[config.mk]
export PLATFORM = sky130hd
export DESIGN_NAME = icache_dm
export DESIGN_NICKNAME = d
export VERILOG_FILES = /design/src/rtl/icache_pkg.sv /design/src/rtl/icache_arrays.sv /design/src/rtl/icache_dm.sv
export SDC_FILE = /design/constraint.sdc
export NUM_CORES = 2
export LEC_CHECK = 0
export CORE_UTILIZATION = 60
export DETAILED_ROUTE_END_ITERATION = 8
export PLACE_DENSITY_LB_ADDON = 0.12
export SYNTH_ARGS = -nofsm -noshare
export SYNTH_HDL_FRONTEND = slang
export SYNTH_HIERARCHICAL = 1
export SYNTH_SLANG_ARGS = --single-unit
export TNS_END_PERCENT = 50
[constraint.sdc]
create_clock -name clk -period 5.6 [get_ports clk]
set_input_delay 0.84 -clock clk [delete_from_list [all_inputs] [get_ports clk]]
set_output_delay 0.84 -clock clk [all_outputs]
set_load 0.1 [all_outputs]
[src/rtl/icache_pkg.sv]
`default_nettype none
// +------------------------------------------------------------------------+
// | Module : icache_pkg                                                    |
// | Purpose: Shared types and constants for the direct-mapped instruction  |
// |          cache: FSM state encoding, the NOP returned on non-hit        |
// |          cycles, and address-field width helpers.                      |
// | Ports  : none (package)                                                |
// | Rev    : 1.0  initial release                                          |
// +------------------------------------------------------------------------+
package icache_pkg;

  typedef enum logic [1:0] {
    IDLE   = 2'd0,
    REFILL = 2'd1,
    WAIT1  = 2'd2
  } state_t;

  // addi x0, x0, 0 -- harmless filler presented whenever no hit is available
  localparam logic [31:0] NOP = 32'h0000_0013;

  function automatic int idx_width(input int lines);
    return $clog2(lines);
  endfunction

  function automatic int off_width(input int words_per_line);
    return $clog2(words_per_line);
  endfunction

  // Tag is whatever is left above index, offset and the 2 byte-select bits
  function automatic int tag_width(input int addr_w, input int lines,
                                   input int words_per_line);
    return addr_w - $clog2(lines) - $clog2(words_per_line) - 2;
  endfunction

endpackage
`default_nettype wire

[src/rtl/icache_arrays.sv]
`default_nettype none
// +------------------------------------------------------------------------+
// | Module : icache_arrays                                                 |
// | Purpose: Tag and data storage plus per-line valid bits. One write port |
// |          (data word, tag, valid set) and one combinational read port.  |
// | Ports  : clk, rst_n          clock, sync active-low reset (valid only)  |
// |          rd_idx/rd_off       read address; rd_valid/rd_tag/rd_data out  |
// |          data_we/wr_idx/wr_off/wr_data  refill data word write         |
// |          tag_we/wr_tag       tag write for line wr_idx                  |
// |          valid_set           mark line wr_idx valid                     |
// |          valid_clr_all       invalidate every line (wins over set)      |
// | Rev    : 1.0  initial release                                          |
// +------------------------------------------------------------------------+
module icache_arrays #(
  parameter int IDX_W = 4,
  parameter int OFF_W = 2,
  parameter int TAG_W = 24
) (
  input  logic             clk,
  input  logic             rst_n,
  input  logic [IDX_W-1:0] rd_idx,
  input  logic [OFF_W-1:0] rd_off,
  output logic             rd_valid,
  output logic [TAG_W-1:0] rd_tag,
  output logic [31:0]      rd_data,
  input  logic             data_we,
  input  logic [IDX_W-1:0] wr_idx,
  input  logic [OFF_W-1:0] wr_off,
  input  logic [31:0]      wr_data,
  input  logic             tag_we,
  input  logic [TAG_W-1:0] wr_tag,
  input  logic             valid_set,
  input  logic             valid_clr_all
);

  localparam int LINES = 1 << IDX_W;
  localparam int WORDS = 1 << OFF_W;

  logic [TAG_W-1:0] tag_arr  [LINES];
  logic [31:0]      data_arr [LINES][WORDS];
  logic [LINES-1:0] valid;

  // Tag and data contents are meaningless until the valid bit is set, so
  // they carry no reset.
  always_ff @(posedge clk) begin
    if (data_we) begin
      data_arr[wr_idx][wr_off] <= wr_data;
    end
    if (tag_we) begin
      tag_arr[wr_idx] <= wr_tag;
    end
  end

  // A flush arriving together with the final refill beat must leave the
  // line invalid, hence clear takes priority over set.
  always_ff @(posedge clk) begin
    if (!rst_n) begin
      valid <= '0;
    end else if (valid_clr_all) begin
      valid <= '0;
    end else if (valid_set) begin
      valid[wr_idx] <= 1'b1;
    end
  end

  assign rd_valid = valid[rd_idx];
  assign rd_tag   = tag_arr[rd_idx];
  assign rd_data  = data_arr[rd_idx][rd_off];

endmodule
`default_nettype wire

[src/rtl/icache_dm.sv]
`default_nettype none
// +------------------------------------------------------------------------+
// | Module : icache_dm                                                     |
// | Purpose: Direct-mapped read-only instruction cache. Same-cycle hits;   |
// |          a miss stalls the core and refills one whole line from the    |
// |          backing memory, one word per req/ack beat. Saturating         |
// |          hit/miss performance counters.                                |
// | Ports  : clk, rst_n                 clock, sync active-low reset        |
// |          inst_ce_i, inst_addr_i     core fetch request                  |
// |          inst_o, stall_o            fetched word / fetch not satisfied  |
// |          flush_i                    invalidate all lines                |
// |          mem_req_o, mem_addr_o      refill beat request and address     |
// |          mem_ack_i, mem_rdata_i     beat accepted / refill data         |
// |          hit_cnt_o, miss_cnt_o      saturating perf counters            |
// | Rev    : 1.0  initial release                                          |
// +------------------------------------------------------------------------+
module icache_dm
  import icache_pkg::*;
#(
  parameter int LINES          = 16,
  parameter int WORDS_PER_LINE = 4,
  parameter int ADDR_W         = 32
) (
  input  logic              clk,
  input  logic              rst_n,
  input  logic              inst_ce_i,
  input  logic [ADDR_W-1:0] inst_addr_i,
  output logic [31:0]       inst_o,
  output logic              stall_o,
  input  logic              flush_i,
  output logic              mem_req_o,
  output logic [ADDR_W-1:0] mem_addr_o,
  input  logic              mem_ack_i,
  input  logic [31:0]       mem_rdata_i,
  output logic [31:0]       hit_cnt_o,
  output logic [31:0]       miss_cnt_o
);

  localparam int IDX_W = idx_width(LINES);
  localparam int OFF_W = off_width(WORDS_PER_LINE);
  localparam int TAG_W = tag_width(ADDR_W, LINES, WORDS_PER_LINE);
  localparam logic [OFF_W-1:0] LAST_BEAT = OFF_W'(WORDS_PER_LINE - 1);

  // ---------------------------------------------------------------------
  // Address split
  // ---------------------------------------------------------------------
  logic [OFF_W-1:0] off;
  logic [IDX_W-1:0] idx;
  logic [TAG_W-1:0] tag;
  logic             byte_sel_unused;

  assign off             = inst_addr_i[OFF_W+1:2];
  assign idx             = inst_addr_i[IDX_W+OFF_W+1:OFF_W+2];
  assign tag             = inst_addr_i[ADDR_W-1:IDX_W+OFF_W+2];
  assign byte_sel_unused = ^inst_addr_i[1:0];

  // ---------------------------------------------------------------------
  // State
  // ---------------------------------------------------------------------
  state_t           state;
  state_t           state_nxt;
  logic [TAG_W-1:0] fill_tag;
  logic [IDX_W-1:0] fill_idx;
  logic [OFF_W-1:0] beat;
  logic             poison;

  logic             rd_valid;
  logic [TAG_W-1:0] rd_tag;
  logic [31:0]      rd_data;

  logic             hit;
  logic             start_fill;
  logic             beat_ack;
  logic             last_ack;

  // A flush in the same cycle as a fetch forces a miss: the line may be
  // about to disappear, and the refill is deferred to the next cycle.
  assign hit = inst_ce_i & rd_valid & (rd_tag == tag) & (state == IDLE) & ~flush_i;

  assign inst_o     = hit ? rd_data : NOP;
  assign stall_o    = (inst_ce_i & ~hit) | (state != IDLE);
  assign start_fill = (state == IDLE) & inst_ce_i & ~hit & ~flush_i;
  assign beat_ack   = (state == REFILL) & mem_ack_i;
  assign last_ack   = beat_ack & (beat == LAST_BEAT);

  // Refill always addresses the latched line base, never the live input
  assign mem_addr_o = {fill_tag, fill_idx, beat, 2'b00};

  // ---------------------------------------------------------------------
  // FSM
  // ---------------------------------------------------------------------
  always_ff @(posedge clk) begin
    if (!rst_n) begin
      state <= IDLE;
    end else begin
      state <= state_nxt;
    end
  end

  always_comb begin
    state_nxt = state;
    mem_req_o = 1'b0;
    case (state)
      IDLE: begin
        if (start_fill) begin
          state_nxt = REFILL;
        end
      end
      REFILL: begin
        mem_req_o = 1'b1;
        if (last_ack) begin
          state_nxt = WAIT1;
        end
      end
      WAIT1: begin
        // Bubble so the next cycle re-looks-up the held address as a hit
        state_nxt = IDLE;
      end
      default: begin
        state_nxt = IDLE;
      end
    endcase
  end

  // ---------------------------------------------------------------------
  // Line base, beat counter, poison flag
  // ---------------------------------------------------------------------
  always_ff @(posedge clk) begin
    if (!rst_n) begin
      fill_tag <= '0;
      fill_idx <= '0;
      beat     <= '0;
      poison   <= 1'b0;
    end else begin
      if (start_fill) begin
        fill_tag <= tag;
        fill_idx <= idx;
        beat     <= '0;
        poison   <= 1'b0;
      end else begin
        if (beat_ack) begin
          // Wraps back to zero after the last beat
          beat <= beat + 1'b1;
        end
        // Line being fetched may be stale w.r.t. the flush; never mark it valid
        if ((state != IDLE) && flush_i) begin
          poison <= 1'b1;
        end
      end
    end
  end

  // ---------------------------------------------------------------------
  // Storage
  // ---------------------------------------------------------------------
  icache_arrays #(
    .IDX_W (IDX_W),
    .OFF_W (OFF_W),
    .TAG_W (TAG_W)
  ) u_arrays (
    .clk           (clk),
    .rst_n         (rst_n),
    .rd_idx        (idx),
    .rd_off        (off),
    .rd_valid      (rd_valid),
    .rd_tag        (rd_tag),
    .rd_data       (rd_data),
    .data_we       (beat_ack),
    .wr_idx        (fill_idx),
    .wr_off        (beat),
    .wr_data       (mem_rdata_i),
    .tag_we        (last_ack),
    .wr_tag        (fill_tag),
    .valid_set     (last_ack & ~poison),
    .valid_clr_all (flush_i)
  );

  // ---------------------------------------------------------------------
  // Saturating performance counters
  // ---------------------------------------------------------------------
  always_ff @(posedge clk) begin
    if (!rst_n) begin
      hit_cnt_o  <= '0;
      miss_cnt_o <= '0;
    end else begin
      if (hit && (hit_cnt_o != 32'hFFFF_FFFF)) begin
        hit_cnt_o <= hit_cnt_o + 32'd1;
      end
      if (start_fill && (miss_cnt_o != 32'hFFFF_FFFF)) begin
        miss_cnt_o <= miss_cnt_o + 32'd1;
      end
    end
  end

endmodule
`default_nettype wire

==> reports/metrics.yaml <==
floorplanning:
  fp.coreArea_sq_um: 165000
  die-area_sq_um: 168000
  die_width_microns: 409
  design.portCount: 199
  placementRows: 149
  die_height_microns: 409
  initial_core_util: 0.604
critical_path:
  worstSetupEndpoint: "inst_o[4]"
  critical-path-top-cell-by-count: "sky130_fd_sc_hd__buf_12"
  worstPathRequired_ns: 4.76
  critical_path_buf_inv_count: 6
  critical_path_class: "input port to output port"
  worstReg2RegEnd: "hit_cnt_o[11]"
  reg2regPathDepth: 8
  timing.critical_path.from: "inst_addr_i[4]"
  critical_path.slowest_cell: "sky130_fd_sc_hd__mux4_2"
  timing.critical_path.max_delay_family: "buffers and inverters"
  setup.reg_to_reg.worst_slack_ns: 1.64
  cp_cell_sequence: "buf_8, buf_12, mux4_2, mux4_2, xnor2_1, buf_4, nand4_1, nor4_4, buf_12, and2_2, nand2b_1, buf_4, buf_12"
  timing.rr.start: "u_arrays/tag_arr[3][1]"
  startpoint_class: "input port"
  cpPeakStageDelay_ns: 0.52
  critical_path_peak_fanout: 34
  worst_setup_path_end_kind: "output port"
  timing.critical_path.depth: 13
  timing.critical_path.arrival_ns: 4.57
global_route:
  gr-usage-met2: 0.470
  met3_usage: 0.0470
  grt.overflow.total: 0
  antenna_violations_before_repair: 5
  grt_pass1_vias: 50400
  track_usage: 0.292
  busiest_layer: "met2"
  global_route_wire_length_before_repair_microns: 350000
  grt_max_degree: 105
  met1_usage_grt: 0.414
routing:
  wirelength_microns: 243000
  wl_per_cell_microns: 31.5
  drcViolationCount: 0
  drt_pass1_iterations: 8
  drtIter0Drc: 6039
  routed_via_density: 6.63
  vias: 51200
  antenna_left: 0
synth:
  total_of_flip_flops_plus_latches_after_synthesis: 2545
  synthCells: 4951
  yosysTopAreaCellShare: 0.733
  mappedNetlistArea_sq_um: 99600
  synthMostInstantiatedCell: "sky130_fd_sc_hd__edfxtp_1"
  dominantRegCellSynth: "sky130_fd_sc_hd__edfxtp_1"
  number_of_enable_type_register_cells_in_the_synthesized_netlist: 2432
  synth_top_area_cell: "sky130_fd_sc_hd__edfxtp_1"
  yosys-top-cells-count: "2,432 x sky130_fd_sc_hd__edfxtp_1, 486 x sky130_fd_sc_hd__mux4_2, 392 x sky130_fd_sc_hd__mux2i_1, 203 x sky130_fd_sc_hd__nor2_1, 165 x sky130_fd_sc_hd__nand2_1"
  postSynthAreaPerCell_sq_um: 20.1
  synthArstFlopShare: 0
  synth.yosys.seq_area_share: 0.756
  netlist_top_cells_area: "sky130_fd_sc_hd__edfxtp_1 73%, sky130_fd_sc_hd__mux4_2 11%, sky130_fd_sc_hd__mux2i_1 3.9%"
  synth.yosys.warnings: 6
  ys_types: 78
place:
  numPortBuffers: 194
  place_ws_ns: -0.143
  place.gp.congestion: 0.856
  detailed_place_hpwl_microns: 140000
  numPlacedInstances: 7266
finish:
  area_delta_synth_final_pct: 13.2
  sequential_cell_area_sq_um: 75300
  post_route_cells_drive_above_1_share: 0.227
  total_of_fill_cells_in_the_finished_design: 10400
  fin_cells: 7716
  multiInputGateArea_sq_um: 23100
  nNetsFinal: 5391
timing:
  fin_tns_setup_ns: 0
  tightestPinTransition_ns: 1.21
  max_slew_margin: 0.180
  rsz0062_at_grt: "no"
  final_critical_path_setup_slack_ns: 0.187
  achievable-frequency_mhz: 185
  fin_crit_ns: 5.41
  report.final.hold_viol_count: 0
  setup_viol: 0
  min_period_over_period: 0.967
  hold_ws_ns: 0.454
  final_max_slew_viol_count: 0
  timing.clock.skew_ns: 0.0303
clock_network:
  cts_tree: "built"
  clockRootBuffer: "sky130_fd_sc_hd__clkbuf_16"
  post-cts-setup-buffers: 0
  cts_hold_repair.buffers: 0
  cts.sink_count: 2545
  worst_setup_hold_path_clk_slew_ns: 0.06
  htree_num_levels: 4
  clkLatencyLatePin_ns: 0.85
  cts-buffers-inserted: 240
  clockBufferDepth: 3
worst_hold_path:
  min_path_type: "flip-flop to flip-flop"
power_and_ir_drop:
  power.ir.vdd_worst_v: 0.000336
  power_density_nw_per_um2: 340
  leakage_nw: 36.3
outcome:
  run_status: "finished, final reports clean"
job:
  max_cap_viol_count: 0
-- cells by family (layout without fill, tap and decap cells) --
kind of cell | Yosys count | in the layout | synth area share
and+or+nand+nor | 702 | 702 | 0.0361
adders and majority gates | 3 | 3 | 0.000377
muxes | 905 | 905 | 0.152
buffers and inverters | 300 | 873 | 0.0192
DFF | 2545 | 2545 | 0.756
other | 1 | 4 | 0.0000377
xor gates and xnor gates | 27 | 27 | 0.00237
AOI/OAI and AO/OA | 468 | 468 | 0.0334
-- stage by stage --
stage / util / instance area (sq um) / total power [mW]
3_3_place_gp: 0.638 / 105000 / 23.2
2_1_floorplan: - / 99600 / 22.4
4_1_cts: 0.684 / 113000 / 38.5
3_5_place_dp: 0.638 / 105000 / 23.3
6_report: 0.684 / 113000 / 38.3
5_1_grt: 0.684 / 113000 / 39.2
-- power by group --
part / switching [mW] / total, mW / internal (mW) / leakage [nW]
sequential: 0.0489 / 20.9 / 20.9 / 23.0
clock: 6.82 / 15.4 / 8.60 / 3.64
combinational: 1.24 / 1.95 / 0.701 / 9.58
total: 8.11 / 38.3 / 30.2 / 36.3
-- cell type report --
cell class                      instances  share of cell area
Tap cell                             2189              0.0243
Clock buffer                          323              0.0579
Antenna cell                            2           0.0000444
Sequential cell                      2545               0.668
Multi-Input combinational cell       2107               0.205
Timing Repair Buffer                  412              0.0361
Clock inverter                        125             0.00836
Inverter                               13            0.000455
-- cell usage in the layout (no fill, tap or decap), types with 40 or more instances in the layout --
cell type                         Yosys  routed
sky130_fd_sc_hd__o21ai_0             42      42
sky130_fd_sc_hd__nor2_1             203     123
sky130_fd_sc_hd__mux4_2             486     486
sky130_fd_sc_hd__buf_4               62     193
sky130_fd_sc_hd__nand2b_1            42      42
sky130_fd_sc_hd__nand4_1             52      52
sky130_fd_sc_hd__a22oi_1            106     106
sky130_fd_sc_hd__o22ai_1             49      49
sky130_fd_sc_hd__clkinv_1             1      54
sky130_fd_sc_hd__nor3_1              45      45
sky130_fd_sc_hd__clkdlybuf4s50_1      0     123
sky130_fd_sc_hd__nand2_1            165     165
sky130_fd_sc_hd__dfxtp_1            113     113
sky130_fd_sc_hd__and3_1              42      42
sky130_fd_sc_hd__a21oi_1             65      65
sky130_fd_sc_hd__nor2_4               0      80
sky130_fd_sc_hd__edfxtp_1          2432    2432
sky130_fd_sc_hd__clkbuf_16            0     245
sky130_fd_sc_hd__buf_12               1      58
sky130_fd_sc_hd__clkbuf_1            75      67
sky130_fd_sc_hd__clkinv_2             0      44
sky130_fd_sc_hd__nand3_1             41      40
sky130_fd_sc_hd__mux2i_1            392     392
-- layer usage --
layer | vias up | wire length [microns] | part of all wire
li1 | 21300 | - | -
met1 | 27100 | 95700 | 0.39
met2 | 2447 | 119000 | 0.49
met3 | 389 | 20000 | 0.082
met4 | 6 | 8120 | 0.033
met5 | - | 40 | 0.00016
-- tightest hold or removal path, delay by kind of cell (launching register included) --
family,cells,cell delay (ns)
flip-flops,1,0.31
buffers and inverters,1,0.05
AO/OA/AOI/OAI,1,0.05
-- state kept, by name, summed over array words and instances, names as in the netlist --
register and count:
u_arrays/data_arr 2048, u_arrays/tag_arr 384, hit_cnt_o 32, miss_cnt_o 32, fill_tag 24, u_arrays/valid 16, fill_idx 4, beat 2
state 2, poison 1
-- worst min-delay path by stage --
| stage | depth (start not counted) | to | start |
|---|---|---|---|
| after floorplan | 2 | poison | poison |
| after global placement | 2 | u_arrays/valid[9] | u_arrays/valid[9] |
| after detailed placement | 2 | poison | poison |
| after CTS | 3 | miss_cnt_o[27] | rst_n |
| after global routing | 3 | miss_cnt_o[7] | rst_n |
| final | 2 | poison | poison |
-- timing repair --
item                                    4_1_cts  5_1_grt
pin swaps                                     0        0
endpoints found under the hold margin         0        0
gates resized for setup                       1        3
endpoints found under the setup margin        3        3
Power figures use the tool's default switching activity.
